### src/rtl/irq_controller_if.sv
// irq_controller_if: CPU register-window bus between the address decoder and irq_controller.
interface irq_controller_if;
   logic [1:0]  wr;
   logic        cs;
   logic [4:0]  address;
   logic [15:0] din;
   logic [15:0] dout;
   modport master (output wr, cs, address, din, input dout);
   modport slave (input wr, cs, address, din, output dout);
endinterface

### src/rtl/irq_controller.sv
// irq_controller: 68000 priority interrupt controller with per-channel source routing,
// edge/level modes, auto-vector acknowledge and saturating missed-edge counters.
module irq_controller #(
   parameter int NUM_CH  = 7,
   parameter int NUM_SRC = 4,
   parameter bit SYNC_EN = 1
) (
   input  logic               clk,
   input  logic               reset,
   irq_controller_if.slave    bus,
   input  logic [NUM_SRC-1:0] src_in,
   input  logic               iack,
   input  logic [2:0]         iack_level,
   output logic [2:0]         ipl_n
);
   logic [NUM_SRC-1:0] src_s;
   logic [6:0]         ctrl_q [NUM_CH];
   logic [6:0]         ctrl_d [NUM_CH];
   logic [7:0]         miss_q [NUM_CH];
   logic [7:0]         miss_d [NUM_CH];
   logic [NUM_CH-1:0]  pend_q, pend_d, prev_q, prev_d;
   logic [NUM_CH-1:0]  req, rise, clr;
   logic [2:0]         cur_level_q, cur_level_d, last_ack_q, last_ack_d;
   logic [15:0]        src_pad;
   logic               ack_ok;
   logic               unused_bits;

   assign unused_bits = ^{bus.wr[1], bus.din[15:7]};

   generate
      if (SYNC_EN) begin : g_sync
         logic [NUM_SRC-1:0] sync1_q, sync1_d, sync2_q, sync2_d;
         always_comb begin
            sync1_d = src_in;
            sync2_d = sync1_q;
         end
         always_ff @(posedge clk)
            if (reset) begin
               sync1_q <= '0;
               sync2_q <= '0;
            end else begin
               sync1_q <= sync1_d;
               sync2_q <= sync2_d;
            end
         assign src_s = sync2_q;
      end else begin : g_nosync
         assign src_s = src_in;
      end
   endgenerate

   // Bit 0 is the "off" selector; selectors past NUM_SRC land on zero padding.
   assign src_pad = 16'({src_s, 1'b0});

   always_comb begin
      ack_ok      = iack && iack_level != 3'd0 && int'(iack_level) <= NUM_CH;
      last_ack_d  = ack_ok ? iack_level : last_ack_q;
      cur_level_d = 3'd0;
      for (int n = 0; n < NUM_CH; n++) begin
         req[n]    = src_pad[ctrl_q[n][3:0]] ^ ctrl_q[n][4];
         rise[n]   = req[n] & ~prev_q[n] & ctrl_q[n][6];
         clr[n]    = (bus.wr[0] && bus.address == 5'd8 && bus.din[n]) || (ack_ok && iack_level == 3'(n + 1));
         prev_d[n] = req[n];
         pend_d[n] = ctrl_q[n][5] ? req[n] & ctrl_q[n][6] : rise[n] | (pend_q[n] & ~clr[n]);
         ctrl_d[n] = (bus.wr[0] && bus.address == 5'(n)) ? bus.din[6:0] : ctrl_q[n];
         miss_d[n] = (bus.wr[0] && bus.address == 5'(16 + n)) ? 8'd0 :
                     (rise[n] && pend_q[n] && !clr[n] && !ctrl_q[n][5] && miss_q[n] != 8'hff) ? miss_q[n] + 8'd1 :
                     miss_q[n];
         if (pend_q[n] && ctrl_q[n][6]) cur_level_d = 3'(n + 1);
      end
      if (iack) cur_level_d = 3'd0;
   end

   always_ff @(posedge clk)
      if (reset) begin
         pend_q      <= '0;
         prev_q      <= '0;
         cur_level_q <= '0;
         last_ack_q  <= '0;
         for (int n = 0; n < NUM_CH; n++) begin
            ctrl_q[n] <= '0;
            miss_q[n] <= '0;
         end
      end else begin
         pend_q      <= pend_d;
         prev_q      <= prev_d;
         cur_level_q <= cur_level_d;
         last_ack_q  <= last_ack_d;
         ctrl_q      <= ctrl_d;
         miss_q      <= miss_d;
      end

   assign ipl_n = ~cur_level_q;

   always_comb begin
      bus.dout = 16'd0;
      if (bus.cs) begin
         if (bus.address == 5'd8) bus.dout = 16'(pend_q);
         if (bus.address == 5'd9) bus.dout = {5'd0, last_ack_q, 5'd0, cur_level_q};
         for (int n = 0; n < NUM_CH; n++) begin
            if (bus.address == 5'(n)) bus.dout = {9'd0, ctrl_q[n]};
            if (bus.address == 5'(16 + n)) bus.dout = {8'd0, miss_q[n]};
         end
      end
   end
endmodule
### src/flat_wrapper.sv
// flat-port wrapper written by rule: the top's interface ports become plain ports
module irq_controller_flat 
#(
   parameter int NUM_CH  = 7,
   parameter int NUM_SRC = 4,
   parameter bit SYNC_EN = 1
)
  (clk, reset, src_in, iack, iack_level, ipl_n, bus_wr, bus_cs, bus_address, bus_din, bus_dout);
  irq_controller_if bus_i ();
  input  logic clk;
  input  logic reset;
  input  logic [NUM_SRC-1:0] src_in;
  input  logic iack;
  input  logic [2:0] iack_level;
  output logic [2:0] ipl_n;
  input wire logic [$bits(bus_i.wr)-1:0] bus_wr;
  input wire logic [$bits(bus_i.cs)-1:0] bus_cs;
  input wire logic [$bits(bus_i.address)-1:0] bus_address;
  input wire logic [$bits(bus_i.din)-1:0] bus_din;
  output wire logic [$bits(bus_i.dout)-1:0] bus_dout;
  assign bus_i.wr = bus_wr;
  assign bus_i.cs = bus_cs;
  assign bus_i.address = bus_address;
  assign bus_i.din = bus_din;
  assign bus_dout = bus_i.dout;
  irq_controller #(.NUM_CH(NUM_CH), .NUM_SRC(NUM_SRC), .SYNC_EN(SYNC_EN)) u_core (.clk(clk), .reset(reset), .bus(bus_i), .src_in(src_in), .iack(iack), .iack_level(iack_level), .ipl_n(ipl_n));
endmodule
### config.mk
export PLATFORM = sky130hd
export DESIGN_NAME = irq_controller_flat
export DESIGN_NICKNAME = d
export VERILOG_FILES = /design/src/rtl/irq_controller_if.sv /design/src/rtl/irq_controller.sv /design/src/flat_wrapper.sv
export SDC_FILE = /design/constraint.sdc
export NUM_CORES = 1
export LEC_CHECK = 0
export ABC_AREA = 1
export BUFFER_PORTS_ARGS = -buffer_cell sky130_fd_sc_hd__buf_4
export CAP_MARGIN = 20
export CORE_UTILIZATION = 40
export DETAILED_ROUTE_END_ITERATION = 8
export HOLD_SLACK_MARGIN = 0.1
export PLACE_DENSITY = 0.64
export REMOVE_ABC_BUFFERS = 1
export SETUP_SLACK_MARGIN = 0.2
export SYNTH_ARGS = -nofsm -noshare
export SYNTH_HDL_FRONTEND = slang
export SYNTH_SLANG_ARGS = --single-unit
### constraint.sdc
create_clock -name clk -period 2 [get_ports clk]
set_input_delay 0.4 -clock clk [delete_from_list [all_inputs] [get_ports clk]]
set_output_delay 0.4 -clock clk [all_outputs]
set_load 0.01 [all_outputs]
==> results of run 1 <==
[metrics by stage]
step	power [mW]	setup WS, ps	instance area, sq um	std cells
floorplan	2.974	43.40	7017	1045
global placement	3.250	-529.8	8222	1383
detailed placement	3.253	-542.1	8222	1383
CTS	6.578	-434.0	9169	1430
global route	6.794	-585.8	9848	1446
finish	6.594	-475.5	9848	1446
[synthesized netlist by cell type (3+ instances only)]
library cell,n,area (sq um)
sky130_fd_sc_hd__nand2_2,11,68.82
sky130_fd_sc_hd__ha_1,7,87.58
sky130_fd_sc_hd__nor2_4,6,67.56
sky130_fd_sc_hd__nor3_1,25,125.1
sky130_fd_sc_hd__nand2_4,3,33.78
sky130_fd_sc_hd__a31oi_1,4,25.02
sky130_fd_sc_hd__a21oi_1,114,570.6
sky130_fd_sc_hd__o22ai_1,30,187.7
sky130_fd_sc_hd__nand3_1,48,240.2
sky130_fd_sc_hd__inv_2,16,60.06
sky130_fd_sc_hd__nor2_1,114,427.9
sky130_fd_sc_hd__xor2_1,24,210.2
sky130_fd_sc_hd__nor2_2,9,56.30
sky130_fd_sc_hd__o221ai_1,7,61.31
sky130_fd_sc_hd__dfxtp_1,133,2663
sky130_fd_sc_hd__inv_1,153,574.3
sky130_fd_sc_hd__clkbuf_1,13,48.80
sky130_fd_sc_hd__o21ai_0,77,385.4
sky130_fd_sc_hd__nand4_1,11,68.82
sky130_fd_sc_hd__o21a_1,3,22.52
sky130_fd_sc_hd__nor3_2,4,40.04
sky130_fd_sc_hd__o21ai_1,9,45.04
sky130_fd_sc_hd__nand2_1,211,792.0
sky130_fd_sc_hd__buf_4,6,45.04
[sequential cells by signal, indices dropped and copies added, names as in the netlist]
signal / count
u_core.miss_q: 56
u_core.ctrl_q: 49
u_core.pend_q: 7
u_core.prev_q: 7
u_core.g_sync.sync1_q: 4
u_core.g_sync.sync2_q: 4
u_core.cur_level_q: 3
u_core.last_ack_q: 3
[cell families after synthesis]
logic type / after synthesis
buffers and inverters: 191
flip-flops: 133
other: 1
AND/OR/NAND/NOR: 452
adder cells (fa/ha/maj): 7
AO/OA/AOI/OAI: 253
XOR/XNOR: 24
[power by group]
part           total (mW)  switching, mW  internal [mW]
Clock                3.31           1.23           2.08
Sequential           2.70         0.0198           2.68
Combinational       0.589          0.357          0.233
Total                6.59           1.60           4.99
[worst min-delay path: stages]
cell and delay (ps):
sky130_fd_sc_hd__buf_4 80, sky130_fd_sc_hd__inv_1 30, sky130_fd_sc_hd__nor2_1 60
[final timing paths]
check	slack [ps]	end	from	cells past startpoint
hold reg to reg	400	u_core.g_sync.sync2_q[1]	u_core.g_sync.sync1_q[1]	2
setup reg to reg	130	u_core.miss_q[51]	u_core.g_sync.sync2_q[2]	13
setup / recovery	-480	bus_dout[4]	bus_address[0]	19
hold / removal	170	u_core.g_sync.sync1_q[2]	src_in[2]	3
[timing repair]
action                                  in CTS  in global routing
cloned                                       0                  0
resized for setup                           53                165
endpoints found under the setup margin      36                 67
pin swaps                                   36                 69
setup buffers                               16                 16
[layout make-up]
cell class	count	area [sq um]
Fill cell	1650	7448
Multi-Input combinational cell	741	4304
Sequential cell	133	2673
Timing Repair Buffer	145	1304
Inverter	171	673.1
Clock buffer	19	432.9
Tap cell	225	281.5
Clock inverter	12	180.2
[metal layers]
metal | GRT usage | routed length [um]
met5 | 0 | 0
met4 | 0.08552 | 440
met2 | 0.3863 | 10570
met3 | 0.05238 | 1588
met1 | 0.3399 | 10280
==> results.md, run 1 <==
* Number of remaining DRC errors at 0
* Crit path capture type: primary output
* Crit Path Max Fanout at 4
* Gp weighted congestion at between 0.9 and 1
* Simple-gate portion of the synthesized area at 0.2833
* Cell seen most often among critical-path stages: sky130_fd_sc_hd__nand2_1
* Die ar. at ~18000 sq um
* Failing checks: negative setup slack
* Total buffers and inverters traversed by the critical path at 4
* Sink count of the clock tree at between 100 and 150
* Status: complete, but fails checks
* CTS clk-pin slew, worst paths at roughly 60 ps
* Clock tree from TritonCTS: built
* Worst setup path class: in2out
* Count of antenna diodes in the layout at 0
* Post-Syn Area at 7101 sq um
* Detailed router's first-iteration violation count at 604
* Die X at roughly 140 um
* Final core occ at 0.5694
* Number of rows created at floorplan at 48
* Post-synthesis cell type count at 40
* Register bit total from synthesis at 133
* Sum of net half-perimeters after detailed placement at around 16000 um
* Synth async-reset ratio at 0
* Num CTS Buffers at 17
* WP data required at about 1600 ps
* Setup TNS at -3330 ps
* Final wirelength at ~23000 um
* GR Overflow Total at 0
* Master of the slowest instance on the critical path: sky130_fd_sc_hd__buf_4
* Final net count at roughly 1300
* Number of enable flip-flop cells after synthesis at 0
* Synthesis warning total at 0
* Maximum clock path buffer count at 2
* Most common library cell in the layout ignoring fill and taps: sky130_fd_sc_hd__nand2_1
* Shortest period the worst path allows at approximately 2500 ps
* Final hold viol count at 0
* Number of antenna violations at the first check in global routing at 0
* Commonest cells after routing, fill and taps aside: 188 x sky130_fd_sc_hd__nand2_1, 147 x sky130_fd_sc_hd__inv_1, 125 x sky130_fd_sc_hd__dfxtp_1, 113 x sky130_fd_sc_hd__buf_4, 92 x sky130_fd_sc_hd__a21oi_1
* Cell chosen for the clock root: sky130_fd_sc_hd__clkbuf_16
* Post-route fraction of the period consumed by the critical path at 1.238
* Area grow syn2layout at 38.70%
* Hold-fix buffers at CTS at 0
* Pin count of the biggest net entering global routing at 37
* Port Buffers at 37
* Nature of the critical path startpoint: input pin
* Combinational family with the most area after synthesis: simple AND/OR/NAND/NOR gates
* Number of vias per cell after detailed routing at about 5.2
* Leakage component of the power at between 4 and 5 nW
* Total via count in the routed design at between 7000 and 8000
* Classification of the worst-slack hold path: in2reg
* Final Slew Violations at 0
* I/O pin cnt at 53
* Number of maximum-capacitance violations at 0
* Largest incremental delay on the critical path at ~140 ps
* Cells along the critical path: buf_8, nor2_4, buf_12, buf_6, nand4_1, nand2_1, nand3_1, nand2_1, nand2_1, nand2_1, nand2_1, nand2_1, nand2_1, nand2_1, nand2_1, nand2_1, nand2_1, a21oi_1, buf_4
* Die boundary height at about 140 um
* Most instantiated flip-flop cell in the synthesis netlist: sky130_fd_sc_hd__dfxtp_1
* Power Dens Cells at 669.6 nW/um^2
* Adder and majority cell fraction of the synthesized area at 0.01233
* H-tree depth at 4
* Highest ir drop seen on vdd at 0.6952 mV
* Mean post-synth cell area at roughly 6.7 sq um
* Final critical-path setup slack at -475.5 ps
* Total of endpoints with negative setup slack in the final report at 8
* Setup repair after global routing missed its margin: true
* Family with the most delay on the worst path: simple AND/OR/NAND/NOR gates
* Skew-Pair Late Insertion Delay at roughly 430 ps
* Routed len/inst at 15.82 um
* Seq/Total Area, Yosys at 0.3750
* Post-synthesis share of cell area spent on xor and xnor gates at 0.02960
* Maximum frequency from static timing analysis at ~400 MHz
* Wire length of the first global-routing pass at between 30000 and 40000 um
* Mapped Cells at 1061
* Length of the first detailed-routing pass in iterations at 5
* Number of global-route vias before repair at just under 7000
* Area of the placeable core at around 17000 sq um
* Effective utilization at floorplan at 0.4105
* Synth Area in Compound Gates at 0.1947
* Total global routing track utilization at 0.2487
* Post-route antenna net violation count at 0
* Ratio of cells with drive above 1 in the final layout at 0.2883
* Data arrival time at the worst-slack endpoint at ~2100 ps
* Clock tree skew after final layout at 8.287 ps
* Multiplexer area fraction after synthesis at 0
* Min Hold Slack at 173.6 ps
Note: power is estimated with default switching activity, not from simulation.
==> inputs of run 2 (changes only) <==
--- a/config.mk
+++ b/config.mk
@@ -8,6 +8,7 @@
 export ABC_AREA = 1
 export BUFFER_PORTS_ARGS = -buffer_cell sky130_fd_sc_hd__buf_4
 export CAP_MARGIN = 20
+export CORE_MARGIN = 8
 export CORE_UTILIZATION = 40
 export DETAILED_ROUTE_END_ITERATION = 8
 export HOLD_SLACK_MARGIN = 0.1
==> run 2 against run 1 <==
Clock power decreased by 7.9%. Via count increased by 1.5%. Total power fell by 4.0%. Non-clock buffer count up 10. Setup slack better by 9.9 ps. Die area increased by 22%. Maximum frequency increased by 0.40%. The run still ends with negative setup slack left. First-iteration DRC count increased by 9.1%. Core utilization is 0.64 points higher. Critical path type unchanged.
==> results.md, run 2 (same netlist as run 1, synthesis figures left out) <==
* Status: complete, but fails checks
* Failing checks: negative setup slack
* Shortest period the worst path allows at approximately 2500 ps
* Crit Path Max Fanout at 5
* Post-route fraction of the period consumed by the critical path at 1.233
* Commonest cells after routing, fill and taps aside: 177 x sky130_fd_sc_hd__nand2_1, 147 x sky130_fd_sc_hd__inv_1, 125 x sky130_fd_sc_hd__dfxtp_1, 119 x sky130_fd_sc_hd__buf_4, 88 x sky130_fd_sc_hd__nor2_1
* Final net count at between 1000 and 1500
* Power Dens Cells at ~630 nW/um^2
* Number of vias per cell after detailed routing at between 5 and 6
* Total area of sequential cells at between 2000 and 3000 sq um
* P_int at 4.644 mW
* Family with the most delay on the worst path: simple AND/OR/NAND/NOR gates
* Length of the first detailed-routing pass in iterations at 5
* Cells along the critical path: buf_8, nor2_4, nand2_4, inv_2, nand2_2, buf_4, o22ai_2, inv_1, nand2_2, nand2_1, nand2_1, nand2_1, nand2_1, nand2_1, nand2_1, a21oi_2, buf_4
* Total buffers and inverters traversed by the critical path at 5
* Area grow syn2layout at 40.74%
* Die ar. at ~22000 sq um
* Total global routing track utilization at 0.2064
* Effective utilization at floorplan at 0.4091
* CTS clk-pin slew, worst paths at around 60 ps
* Die X at ~150 um
* Sum of net half-perimeters after detailed placement at 16790 um
* WP data required at about 1600 ps
* Largest incremental delay on the critical path at ~230 ps
* Clock tree from TritonCTS: built
* Highest ir drop seen on vdd at 0.6651 mV
* Worst setup path class: in2out
* Actual transition at the worst max-transition pin at between 500 and 600 ps
* Maximum frequency from static timing analysis at 405.6 MHz
* Final critical-path setup slack at -465.6 ps
* Number of flip-flops in the largest register at 56
* GR Overflow Total at 0
* Power spent charging and discharging nets at ~1.7 mW
* Data arrival time at the worst-slack endpoint at about 2100 ps
* Number of rows created at floorplan at 48
* Total of endpoints with negative setup slack in the final report at 8
* Number of fillers in the final layout at 1586
* Setup repair after global routing missed its margin: true
* Worst slew margin relative to its limit at 0.6603
* Detailed router's first-iteration violation count at 659
* Number of global-route vias before repair at approximately 7000
* Final core occ at 0.5758
* Final wirelength at between 20000 and 25000 um
* Area of the placeable core at roughly 17000 sq um
* Most common library cell in the layout ignoring fill and taps: sky130_fd_sc_hd__nand2_1
* Total via count in the routed design at about 7700
* Port Buffers at 37
* Gp weighted congestion at about 0.95
* Clock tree skew after final layout at about 8.0 ps
* Part of the power in the clock network at 0.481
* Number of antenna violations at the first check in global routing at 0
* I/O pin cnt at 53
* H-tree depth at 4
* Nature of the critical path startpoint: input pin
* Final hold viol count at 0
* Post-route antenna net violation count at 0
* Num CTS Buffers at 17
* Non-filler cells in the finished layout at ~1500
* Ratio of cells with drive above 1 in the final layout at 0.3268
* Cell chosen for the clock root: sky130_fd_sc_hd__clkbuf_16
* Skew-Pair Late Insertion Delay at 420 ps
* Classification of the worst-slack hold path: in2reg
* Total area of multi-input combinational cells at approximately 4400 sq um
* Proportion of power drawn by combinational gates at 0.093
* Number of placed instances, taps included at about 1400
* Crit path capture type: primary output
* Master of the slowest instance on the critical path: sky130_fd_sc_hd__nor2_4
* Die boundary height at 149.2 um
* Register ranked first by flip-flop count: u_core.miss_q
* Cell seen most often among critical-path stages: sky130_fd_sc_hd__nand2_1
* Minimum setup slack among reg-to-reg paths at roughly 140 ps
* Number of remaining DRC errors at 0
* Routed len/inst at ~16 um
* Leakage component of the power at between 4 and 5 nW
* Sink count of the clock tree at about 130
* Switching share of total power at 0.2666
* Wire length of the first global-routing pass at ~36000 um
* Count of antenna diodes in the layout at 0
* Number of maximum-capacitance violations at 0
* Maximum clock path buffer count at 2
* Pin count of the biggest net entering global routing at 20
* Reg power frac at 0.425
* Biggest regs: u_core.miss_q (56), u_core.ctrl_q (49)
* Final Slew Violations at 0
[run 2: changes by cell type in the layout (fill, tap and decap cells not counted), moves of 9 or more]
cell                      change
sky130_fd_sc_hd__buf_6        +9
sky130_fd_sc_hd__nor2_2       +9
sky130_fd_sc_hd__nand2_2      +9
sky130_fd_sc_hd__a21oi_2     +14
sky130_fd_sc_hd__nand2_1     -11
sky130_fd_sc_hd__a21oi_1     -17
[run 2: per-layer routing]
| metal | track usage | wire length (um) | vias to the layer above |
|---|---|---|---|
| met5 | 0 | 0 | - |
| met4 | 0.07067 | 577 | 0 |
| met3 | 0.05127 | 1623 | 37 |
| met2 | 0.3217 | 11040 | 247 |
| met1 | 0.2725 | 10650 | 3599 |
| li1 | - | - | 3783 |
[run 2: worst register-to-register path, delay by kind of cell (launching register included)]
family | cells | cell delay [ps]
XOR/XNOR | 1 | 160
AO/OA/AOI/OAI | 3 | 250
flip-flops | 1 | 340
buffers and inverters | 3 | 340
AND/OR/NAND/NOR | 6 | 700
[run 2: final cells by class]
class,count,share of cell area
Clock buffer,17,0.04257
Clock inverter,15,0.01452
Inverter,171,0.06786
Multi-Input combinational cell,742,0.4436
Sequential cell,133,0.2677
Tap cell,225,0.02817
Timing Repair Buffer,155,0.1356
[run 2: power groups by stage]
stage	clock network [mW]	registers, mW	logic (mW)
after floorplan	0	2.75	0.227
after global placement	0	2.75	0.505
after detailed placement	0	2.75	0.505
after CTS	3.09	2.69	0.548
after global routing	3.21	2.70	0.635
final	3.05	2.69	0.590
[run 2: worst paths after layout]
| check | start | end | cells past startpoint |
|---|---|---|---|
| max | bus_address[2] | bus_dout[2] | 17 |
| min | src_in[2] | u_core.g_sync.sync1_q[2] | 3 |
| max reg2reg | u_core.g_sync.sync2_q[2] | u_core.miss_q[36] | 13 |
| min reg2reg | u_core.g_sync.sync1_q[3] | u_core.g_sync.sync2_q[3] | 2 |
[run 2: per-stage QoR]
step                      area [sq um]  total power, mW  hold WS, ps  TNS [ps]  setup slack (ps)
final                             9993            6.333        180.6     -3369            -465.6
after global routing              9993            6.542        169.6     -4455            -590.7
after CTS                         9220            6.335        168.5     -3369            -448.5
after detailed placement          8247            3.256        394.4     -5191            -484.3
after global placement            8247            3.256        388.6     -4571            -468.4
after floorplan                   7017            2.974        388.3         0             43.40
[run 2: repair_timing]
action,CTS,global route
buffers inserted,18,14
gates resized for setup,78,181
setup endpoints to repair,52,66
hold buffers,0,0
pin swaps,64,93
cloned,0,1
